[src/rtl/ram_access_arbiter_if.sv]
// ram_access_arbiter_if
// Bundles the two requester ports and the single-port RAM port of the arbiter.
//   master : requester/RAM side
//            (drives req/we/lock/addr/wdata and ram_data_out,
//             receives gnt/rvalid/rdata and the RAM drive signals)
//   slave  : arbiter side (the reverse direction of every signal)
interface ram_access_arbiter_if #(
    parameter int DATA_W = 8,
    parameter int ADDR_W = 2
);
    logic              req0;
    logic              we0;
    logic              lock0;
    logic [ADDR_W-1:0] addr0;
    logic [DATA_W-1:0] wdata0;
    logic              gnt0;
    logic              rvalid0;
    logic [DATA_W-1:0] rdata0;

    logic              req1;
    logic              we1;
    logic              lock1;
    logic [ADDR_W-1:0] addr1;
    logic [DATA_W-1:0] wdata1;
    logic              gnt1;
    logic              rvalid1;
    logic [DATA_W-1:0] rdata1;

    logic [DATA_W-1:0] ram_data_in;
    logic [ADDR_W-1:0] ram_address;
    logic              ram_write_enable;
    logic [DATA_W-1:0] ram_data_out;

    modport master (
        output req0, we0, lock0, addr0, wdata0,
        input  gnt0, rvalid0, rdata0,
        output req1, we1, lock1, addr1, wdata1,
        input  gnt1, rvalid1, rdata1,
        input  ram_data_in, ram_address, ram_write_enable,
        output ram_data_out
    );

    modport slave (
        input  req0, we0, lock0, addr0, wdata0,
        output gnt0, rvalid0, rdata0,
        input  req1, we1, lock1, addr1, wdata1,
        output gnt1, rvalid1, rdata1,
        output ram_data_in, ram_address, ram_write_enable,
        input  ram_data_out
    );
endinterface

[src/rtl/ram_access_arbiter.sv]
// ram_access_arbiter
// Shares one single-port RAM between two requesters. It issues at most one
// access per cycle. Arbitration is round-robin, and a requester can set a lock
// to keep the grant for back-to-back bursts. Read data is registered and
// returned one cycle after the grant.
// Ports:
//   clk : system clock, rising edge
//   clr : synchronous active-high reset
//   bus : slave modport. It carries the requester handshakes (req/we/lock/
//         addr/wdata -> gnt/rvalid/rdata) and the RAM drive signals
//         (ram_data_in, ram_address, ram_write_enable <- ram_data_out).
module ram_access_arbiter #(
    parameter int DATA_W = 8,
    parameter int ADDR_W = 2
) (
    input  logic                  clk,
    input  logic                  clr,
    ram_access_arbiter_if.slave   bus
);
    typedef enum logic [1:0] {
        ST_IDLE  = 2'd0,
        ST_LOCK0 = 2'd1,
        ST_LOCK1 = 2'd2
    } state_t;

    state_t            r_state;
    state_t            w_state_nxt;
    logic              r_ptr;       // 0: requester 0 wins a tie, 1: requester 1
    logic              w_ptr_nxt;
    logic              w_gnt0;
    logic              w_gnt1;
    logic              r_rvalid0;
    logic              r_rvalid1;
    logic [DATA_W-1:0] r_rdata0;
    logic [DATA_W-1:0] r_rdata1;
    logic [DATA_W-1:0] w_ram_data_in;
    logic [ADDR_W-1:0] w_ram_address;
    logic              w_ram_write_enable;

    // State register and round-robin pointer
    always_ff @(posedge clk) begin
        if (clr) begin
            r_state <= ST_IDLE;
            r_ptr   <= 1'b0;
        end else begin
            r_state <= w_state_nxt;
            r_ptr   <= w_ptr_nxt;
        end
    end

    // Grant decision, next state and next pointer
    always_comb begin
        w_gnt0      = 1'b0;
        w_gnt1      = 1'b0;
        w_state_nxt = r_state;
        w_ptr_nxt   = r_ptr;
        if (clr) begin
            // Forcing the grants low keeps the RAM from being written during reset.
            w_state_nxt = ST_IDLE;
            w_ptr_nxt   = 1'b0;
        end else begin
            case (r_state)
                ST_IDLE: begin
                    if (bus.req0 && (!bus.req1 || (r_ptr == 1'b0))) begin
                        w_gnt0    = 1'b1;
                        w_ptr_nxt = 1'b1;
                        if (bus.lock0) begin
                            w_state_nxt = ST_LOCK0;
                        end else begin
                            w_state_nxt = ST_IDLE;
                        end
                    end else if (bus.req1) begin
                        w_gnt1    = 1'b1;
                        w_ptr_nxt = 1'b0;
                        if (bus.lock1) begin
                            w_state_nxt = ST_LOCK1;
                        end else begin
                            w_state_nxt = ST_IDLE;
                        end
                    end else begin
                        w_state_nxt = ST_IDLE;
                    end
                end
                // A locked requester keeps the grant and the pointer does not
                // move. If it drops req, that cycle gets no grant.
                ST_LOCK0: begin
                    if (bus.req0) begin
                        w_gnt0 = 1'b1;
                        if (bus.lock0) begin
                            w_state_nxt = ST_LOCK0;
                        end else begin
                            w_state_nxt = ST_IDLE;
                        end
                    end else begin
                        w_state_nxt = ST_IDLE;
                    end
                end
                ST_LOCK1: begin
                    if (bus.req1) begin
                        w_gnt1 = 1'b1;
                        if (bus.lock1) begin
                            w_state_nxt = ST_LOCK1;
                        end else begin
                            w_state_nxt = ST_IDLE;
                        end
                    end else begin
                        w_state_nxt = ST_IDLE;
                    end
                end
                default: begin
                    w_state_nxt = ST_IDLE;
                end
            endcase
        end
    end

    // RAM port mux: the winner drives the RAM, and all signals are zero with no grant
    always_comb begin
        w_ram_data_in      = {DATA_W{1'b0}};
        w_ram_address      = {ADDR_W{1'b0}};
        w_ram_write_enable = 1'b0;
        if (w_gnt0) begin
            w_ram_data_in      = bus.wdata0;
            w_ram_address      = bus.addr0;
            w_ram_write_enable = bus.we0;
        end else if (w_gnt1) begin
            w_ram_data_in      = bus.wdata1;
            w_ram_address      = bus.addr1;
            w_ram_write_enable = bus.we1;
        end else begin
            w_ram_data_in      = {DATA_W{1'b0}};
            w_ram_address      = {ADDR_W{1'b0}};
            w_ram_write_enable = 1'b0;
        end
    end

    // Read return: capture RAM data on a granted read and pulse rvalid for one cycle
    always_ff @(posedge clk) begin
        if (clr) begin
            r_rvalid0 <= 1'b0;
            r_rvalid1 <= 1'b0;
            r_rdata0  <= {DATA_W{1'b0}};
            r_rdata1  <= {DATA_W{1'b0}};
        end else begin
            r_rvalid0 <= w_gnt0 & ~bus.we0;
            r_rvalid1 <= w_gnt1 & ~bus.we1;
            if (w_gnt0 && !bus.we0) begin
                r_rdata0 <= bus.ram_data_out;
            end else begin
                r_rdata0 <= r_rdata0;
            end
            if (w_gnt1 && !bus.we1) begin
                r_rdata1 <= bus.ram_data_out;
            end else begin
                r_rdata1 <= r_rdata1;
            end
        end
    end

    assign bus.gnt0             = w_gnt0;
    assign bus.gnt1             = w_gnt1;
    assign bus.rvalid0          = r_rvalid0;
    assign bus.rvalid1          = r_rvalid1;
    assign bus.rdata0           = r_rdata0;
    assign bus.rdata1           = r_rdata1;
    assign bus.ram_data_in      = w_ram_data_in;
    assign bus.ram_address      = w_ram_address;
    assign bus.ram_write_enable = w_ram_write_enable;
endmodule

[src/flat_wrapper.sv]
// flat-port wrapper written by rule: the top's interface ports become plain ports
module ram_access_arbiter_flat 
#(
    parameter int DATA_W = 8,
    parameter int ADDR_W = 2
)
  (clk, clr, bus_req0, bus_we0, bus_lock0, bus_addr0, bus_wdata0, bus_gnt0, bus_rvalid0, bus_rdata0, bus_req1, bus_we1, bus_lock1, bus_addr1, bus_wdata1, bus_gnt1, bus_rvalid1, bus_rdata1, bus_ram_data_in, bus_ram_address, bus_ram_write_enable, bus_ram_data_out);
  ram_access_arbiter_if #(.DATA_W(DATA_W), .ADDR_W(ADDR_W)) bus_i ();
  input  logic clk;
  input  logic clr;
  input wire logic [$bits(bus_i.req0)-1:0] bus_req0;
  input wire logic [$bits(bus_i.we0)-1:0] bus_we0;
  input wire logic [$bits(bus_i.lock0)-1:0] bus_lock0;
  input wire logic [$bits(bus_i.addr0)-1:0] bus_addr0;
  input wire logic [$bits(bus_i.wdata0)-1:0] bus_wdata0;
  output wire logic [$bits(bus_i.gnt0)-1:0] bus_gnt0;
  output wire logic [$bits(bus_i.rvalid0)-1:0] bus_rvalid0;
  output wire logic [$bits(bus_i.rdata0)-1:0] bus_rdata0;
  input wire logic [$bits(bus_i.req1)-1:0] bus_req1;
  input wire logic [$bits(bus_i.we1)-1:0] bus_we1;
  input wire logic [$bits(bus_i.lock1)-1:0] bus_lock1;
  input wire logic [$bits(bus_i.addr1)-1:0] bus_addr1;
  input wire logic [$bits(bus_i.wdata1)-1:0] bus_wdata1;
  output wire logic [$bits(bus_i.gnt1)-1:0] bus_gnt1;
  output wire logic [$bits(bus_i.rvalid1)-1:0] bus_rvalid1;
  output wire logic [$bits(bus_i.rdata1)-1:0] bus_rdata1;
  output wire logic [$bits(bus_i.ram_data_in)-1:0] bus_ram_data_in;
  output wire logic [$bits(bus_i.ram_address)-1:0] bus_ram_address;
  output wire logic [$bits(bus_i.ram_write_enable)-1:0] bus_ram_write_enable;
  input wire logic [$bits(bus_i.ram_data_out)-1:0] bus_ram_data_out;
  assign bus_i.req0 = bus_req0;
  assign bus_i.we0 = bus_we0;
  assign bus_i.lock0 = bus_lock0;
  assign bus_i.addr0 = bus_addr0;
  assign bus_i.wdata0 = bus_wdata0;
  assign bus_gnt0 = bus_i.gnt0;
  assign bus_rvalid0 = bus_i.rvalid0;
  assign bus_rdata0 = bus_i.rdata0;
  assign bus_i.req1 = bus_req1;
  assign bus_i.we1 = bus_we1;
  assign bus_i.lock1 = bus_lock1;
  assign bus_i.addr1 = bus_addr1;
  assign bus_i.wdata1 = bus_wdata1;
  assign bus_gnt1 = bus_i.gnt1;
  assign bus_rvalid1 = bus_i.rvalid1;
  assign bus_rdata1 = bus_i.rdata1;
  assign bus_ram_data_in = bus_i.ram_data_in;
  assign bus_ram_address = bus_i.ram_address;
  assign bus_ram_write_enable = bus_i.ram_write_enable;
  assign bus_i.ram_data_out = bus_ram_data_out;
  ram_access_arbiter #(.DATA_W(DATA_W), .ADDR_W(ADDR_W)) u_core (.clk(clk), .clr(clr), .bus(bus_i));
endmodule
[config.mk]
export PLATFORM = sky130hd
export DESIGN_NAME = ram_access_arbiter_flat
export DESIGN_NICKNAME = d
export VERILOG_FILES = /design/src/rtl/ram_access_arbiter_if.sv /design/src/rtl/ram_access_arbiter.sv /design/src/flat_wrapper.sv
export SDC_FILE = /design/constraint.sdc
export NUM_CORES = 1
export LEC_CHECK = 0
export ABC_AREA = 1
export CAP_MARGIN = 20
export CORE_MARGIN = 5
export CORE_UTILIZATION = 40
export DETAILED_ROUTE_END_ITERATION = 16
export GPL_ROUTABILITY_DRIVEN = 0
export PLACE_DENSITY = 0.92
export SLEW_MARGIN = 0
export SYNTH_ARGS = -nofsm -noshare
export SYNTH_HDL_FRONTEND = slang
export SYNTH_SLANG_ARGS = --single-unit
[constraint.sdc]
create_clock -name clk -period 1.99 [get_ports clk]
set_input_delay 0.398 -clock clk [delete_from_list [all_inputs] [get_ports clk]]
set_output_delay 0.398 -clock clk [all_outputs]
set_load 0.01 [all_outputs]
### Yosys cells after proc, flatten, opt, wreduce, memory -nomap -nowiden

Cells that the tools add are included.

* register bits: 21
* bits of input ports: 36
* output and inout port bits: 31
* logic and storage cells: 45

* equal/unequal tests: 2
* muxes and demuxes: 22
* bitwise gates (word level): 5
* reduce and logical (&&, ||, !) cells: 10

Operators by type and width (count)
* 8-bit two-way mux: 2
* 1-bit two-way mux: 12
* 2-bit two-way mux: 5
* 2-bit case mux with 3 select lines: 1
* 1-bit case mux with 2 select lines: 2
* 1-bit logical AND: 3
* 1-bit logical NOT: 3
* 1-bit inverter: 3
* 1-bit bitwise AND: 2
* 2-bit by 1-bit == test with 1-bit output, second input constant: 1
* 2-bit == test, second input constant: 1
* 2-bit logical NOT: 1
* 2-bit AND reduction: 1
* 2-bit nonzero test: 1
* 1-bit logical OR: 1

### Depth between registers and ports, before layout

* depth in word-level cells: 8
* mapped depth: 8

### Worst setup path after synthesis

Ideal clock, no wire load.

* path kind: input to output
* from: input port clr
* to: output port bus_ram_address[0]
* arrival time: 1.083 ns
* required time: 1.592 ns
* slack: 0.509 ns
* cell stages on the path: 8
* path buffers: 1
* cells stage by stage: inv_4 -> nand2_4 -> nor2_8 -> nand2_4 -> inv_2 -> buf_6 -> nand2_1 -> nand2_1

* cells in the longest elaborated chain, start to end: 3
* elaborated cells between the ends (all ways): 4

Ends and longest elaborated chain
* from (decl): RTL line flat_wrapper.sv:10 `input logic clr;`
* 1-bit two-way mux: RTL line ram_access_arbiter.sv:57 `if (clr) begin`
* named net bus_gnt1: RTL line flat_wrapper.sv:24 `output wire logic [$bits(bus_i.gnt1)-1:0] bus_gnt1;`
* 2-bit two-way mux: RTL line ram_access_arbiter.sv:126 `end else if (w_gnt1) begin`
* 2-bit two-way mux: RTL line ram_access_arbiter.sv:122 `if (w_gnt0) begin`
* to (decl): RTL line flat_wrapper.sv:28 `output wire logic [$bits(bus_i.ram_address)-1:0] bus_ram_address;`

The timed path passes the listed nets, and every way through them passes these cells.

### Final worst setup path

* from: register u_core.r_state[1]
* to: output port bus_ram_data_in[7]

* cells in the longest elaborated chain, start to end: 5
* elaborated cells between the ends (all ways): 9

Ends and longest elaborated chain
* from (decl): RTL line ram_access_arbiter.sv:26 `state_t r_state;`
* from (signal assigned): RTL line ram_access_arbiter.sv:46 `r_state <= w_state_nxt;`
* 2-bit == test or 2-bit logical NOT (tied branches): RTL line ram_access_arbiter.sv:62 `case (r_state)`
* 1-bit case mux with 2 select lines: RTL line ram_access_arbiter.sv:62
* 1-bit two-way mux: RTL line ram_access_arbiter.sv:57
* 8-bit two-way mux: RTL line ram_access_arbiter.sv:126
* 8-bit two-way mux *: RTL line ram_access_arbiter.sv:122
* to (decl): RTL line flat_wrapper.sv:27 `output wire logic [$bits(bus_i.ram_data_in)-1:0] bus_ram_data_in;`

Mark *: on every way between the ends. The rest lies on a longest branch, timed or not.

==> summary.txt <==
Synth
  • Fraction of registers with async set or reset after synthesis: 0%
  • Yosys reg bits: 21
  • Largest cells by area after synthesis: dfxtp_1 37%, nand2_1 21%, inv_1 13%, nor2_1 8.5%, nand4_1 4.4%
  • Post-Syn Area per Cell: 6.32 µm²
  • Top cell type by total area after synthesis: dfxtp_1
  • Netlist cell types: 21
  • EDFF count, synth: 0
  • Synth Instances: 182
  • Synthesized area: approximately 1100 µm²
  • Synth top area share: 36.6%
  • Synthesis Warnings: 0
  • Top post-synthesis cells by count: 65 x nand2_1, 39 x inv_1, 26 x nor2_1
  • Most common cell in the netlist: nand2_1
  • Dominant synthesized flop cell: dfxtp_1
  • Sequential share of the synthesized area: 36.6%
  • Syn Nets: between 200 and 250

Timing
  • RSZ-0062 raised after global routing: false
  • Final slew viol count: 0
  • Slew headroom: 78.4%
  • Tcrit/Tclk final: 93.9%
  • Final Skew: 0.00108 ns
  • Slew @ Worst Pin: about 0.32 ns
  • Total negative slack: 0 ns
  • Final min period: 1.87 ns
  • Hold WS: a little over 0.5 ns
  • Endpoints failing setup: 0
  • Max frequency: 535 MHz
  • Final hold viol count: 0

Layout
  • Final std cell area, no fill: 1870 µm²
  • Layout area overhead: 62.9%
  • Diode count: 0
  • Fillers: 246
  • Multi-input gate area: around 520 µm²
  • FF+latch area: 420 µm²
  • Final nets: 294
  • Fraction of layout cells with a size suffix above 1: 15.6%

Power
  • Worst VDD drop: around 0.00047 V
  • Total design power: 928 µW
  • Pleak: ~1.0 nW
  • Total power divided by cell area: 495 nW/µm²

Routing
  • Wire length on met1: 1.30 mm
  • Total wire length: roughly 3.1 mm
  • WL/cell: 10.8 µm
  • DRT iter0 DRCs: 36
  • # DRC: 0
  • Vias: 1,284
  • WL met2: 1.54 mm
  • Antenna Violating Nets Remaining: 0
  • DR top layer: met4
  • Via/cell ratio: 4.46
  • Pre-antenna DRT Iters: 4
  • Met3 WL: 261 µm

Setup path
  • Crit. End Element: output pin
  • CP most frequent cell: nand2_1
  • Worst Path Class, Setup: reg -> out
  • CP required: 1.59 ns
  • Crit path arrival time: 1.47 ns
  • Worst R2R Setup Slack: 0.39 ns
  • Max incr delay on CP: 0.33 ns
  • Cell at the slowest stage of the critical path: dfxtp_1
  • Nature of the critical path startpoint: flip-flop
  • Crit-path cells: inv_2, nand2_1, nor2_2, nand2_2, inv_2, buf_12, nand2_1, nand2_1, buf_2
  • Crit-path max FO: 11

Die
  • FP Rows: 19
  • Die Area: 4050 µm²
  • Initial core utilization: 41.7%
  • Die width: between 60 and 70 µm
  • Core Area: 2760 µm²
  • Die height: between 60 and 70 µm
  • I/O pin count: 67

Place
  • Cell area after placement: 1870 µm²
  • IO Port Bufs: 66
  • DP Wirelength: 2.49 mm

Global route
  • Vias in the first global route: 1,148
  • Antenna violations before repair: 0
  • Grt total ovfl: 0
  • Largest net degree at the start of global routing: 18
  • First-pass GRT wire length: 5.07 mm
  • GRT Overall Usage: between 10% and 20%

Clocking
  • CTS H-tree lvls: 1
  • Sink Count: 21
  • Clk_lat worst skew: between 0.2 and 0.3 ns
  • Worst-path clk slew: 0.11 ns
  • CTS tree: built
  • TritonCTS Buffers: 3
  • Root buffer cell: clkbuf_4
  • Buffer depth of the longest clock path: 2

Status
  • Status: finished, final reports clean

Min path
  • Min-delay worst type: reg -> reg

Job
  • Max Cap Viol: 0
routing by layer:
layer | vias to the layer above | GRT usage, %
met4 | 0 | 3.38
li1 | 676 | -
met5 | - | 0
met3 | 2 | 3.91
met1 | 556 | 17.5
met2 | 50 | 26.8
registers in the layout, summed over array words and instances, names as in the netlist:
name and cells:
u_core.bus.rdata0 8, u_core.bus.rdata1 8, u_core.r_state 2, u_core.bus.rvalid0 1, u_core.bus.rvalid1 1, u_core.r_ptr 1
layout by cell type, fill, tap and decap left out, types with 3 or more instances in the layout:
cell type	count
nand2_1	63
clkdlybuf4s50_1	50
inv_1	37
nor2_1	26
dfxtp_1	21
buf_2	9
buf_4	9
nand4_1	8
inv_2	3
nand2_2	3
o21ai_0	3
clkbuf_4	3
dlygate4sd2_1	3
worst max-delay path: cells and delay by family, from the launching register on:
family / cells / cell delay [ns]
DFF: 1 / 0.33
and+or+nand+nor: 5 / 0.45
buffers and inverters: 4 / 0.40
per-stage QoR:
step / worst slack (ns) / std cells / util, %
after floorplan: 0.509 / 182 / -
after global placement: -0.451 / 282 / 67.9
after detailed placement: -0.500 / 282 / 67.9
after CTS: 0.0156 / 287 / 67.3
after global routing: 0.00656 / 288 / 67.9
final: 0.121 / 288 / 67.9
timing repair:
item,CTS,global route
setup buffers,1,1
hold buffers,0,0
pin swaps,0,2
gates resized for setup,49,6
setup endpoints to repair,13,13
where the power goes:
part	leakage [nW]	switching (mW)	internal, mW	total, mW
Combinational	0.806	0.127	0.152	0.279
Clock	0.0177	0.124	0.0747	0.199
Sequential	0.171	0.00965	0.441	0.450
Total	0.996	0.261	0.667	0.928
layout make-up:
class	instances	area share [%]
inverters	43	8.88
multi-input cells	113	27.9
clock inverters	1	0.267
well taps	31	2.07
repair buffers	76	37.3
flip-flops and latches	21	22.4
clock buffers	3	1.20
worst paths after layout:
path,from,cells past startpoint,endpoint
worst max register to register,u_core.r_state[1],9,u_core.bus.rdata0[2]
worst min-delay path,u_core.bus.rdata1[1],4,u_core.bus.rdata1[1]
worst min register to register,u_core.bus.rdata1[1],4,u_core.bus.rdata1[1]
worst max-delay path,u_core.r_state[1],9,bus_ram_data_in[7]
cells by family after synthesis:
family	Yosys count	share of synthesized area [%]
flip-flops	21	36.6
buffers and inverters	48	18.5
AO/OA/AOI/OAI	4	1.96
AND/OR/NAND/NOR	109	43.0
(Power assumes the default switching activity.)
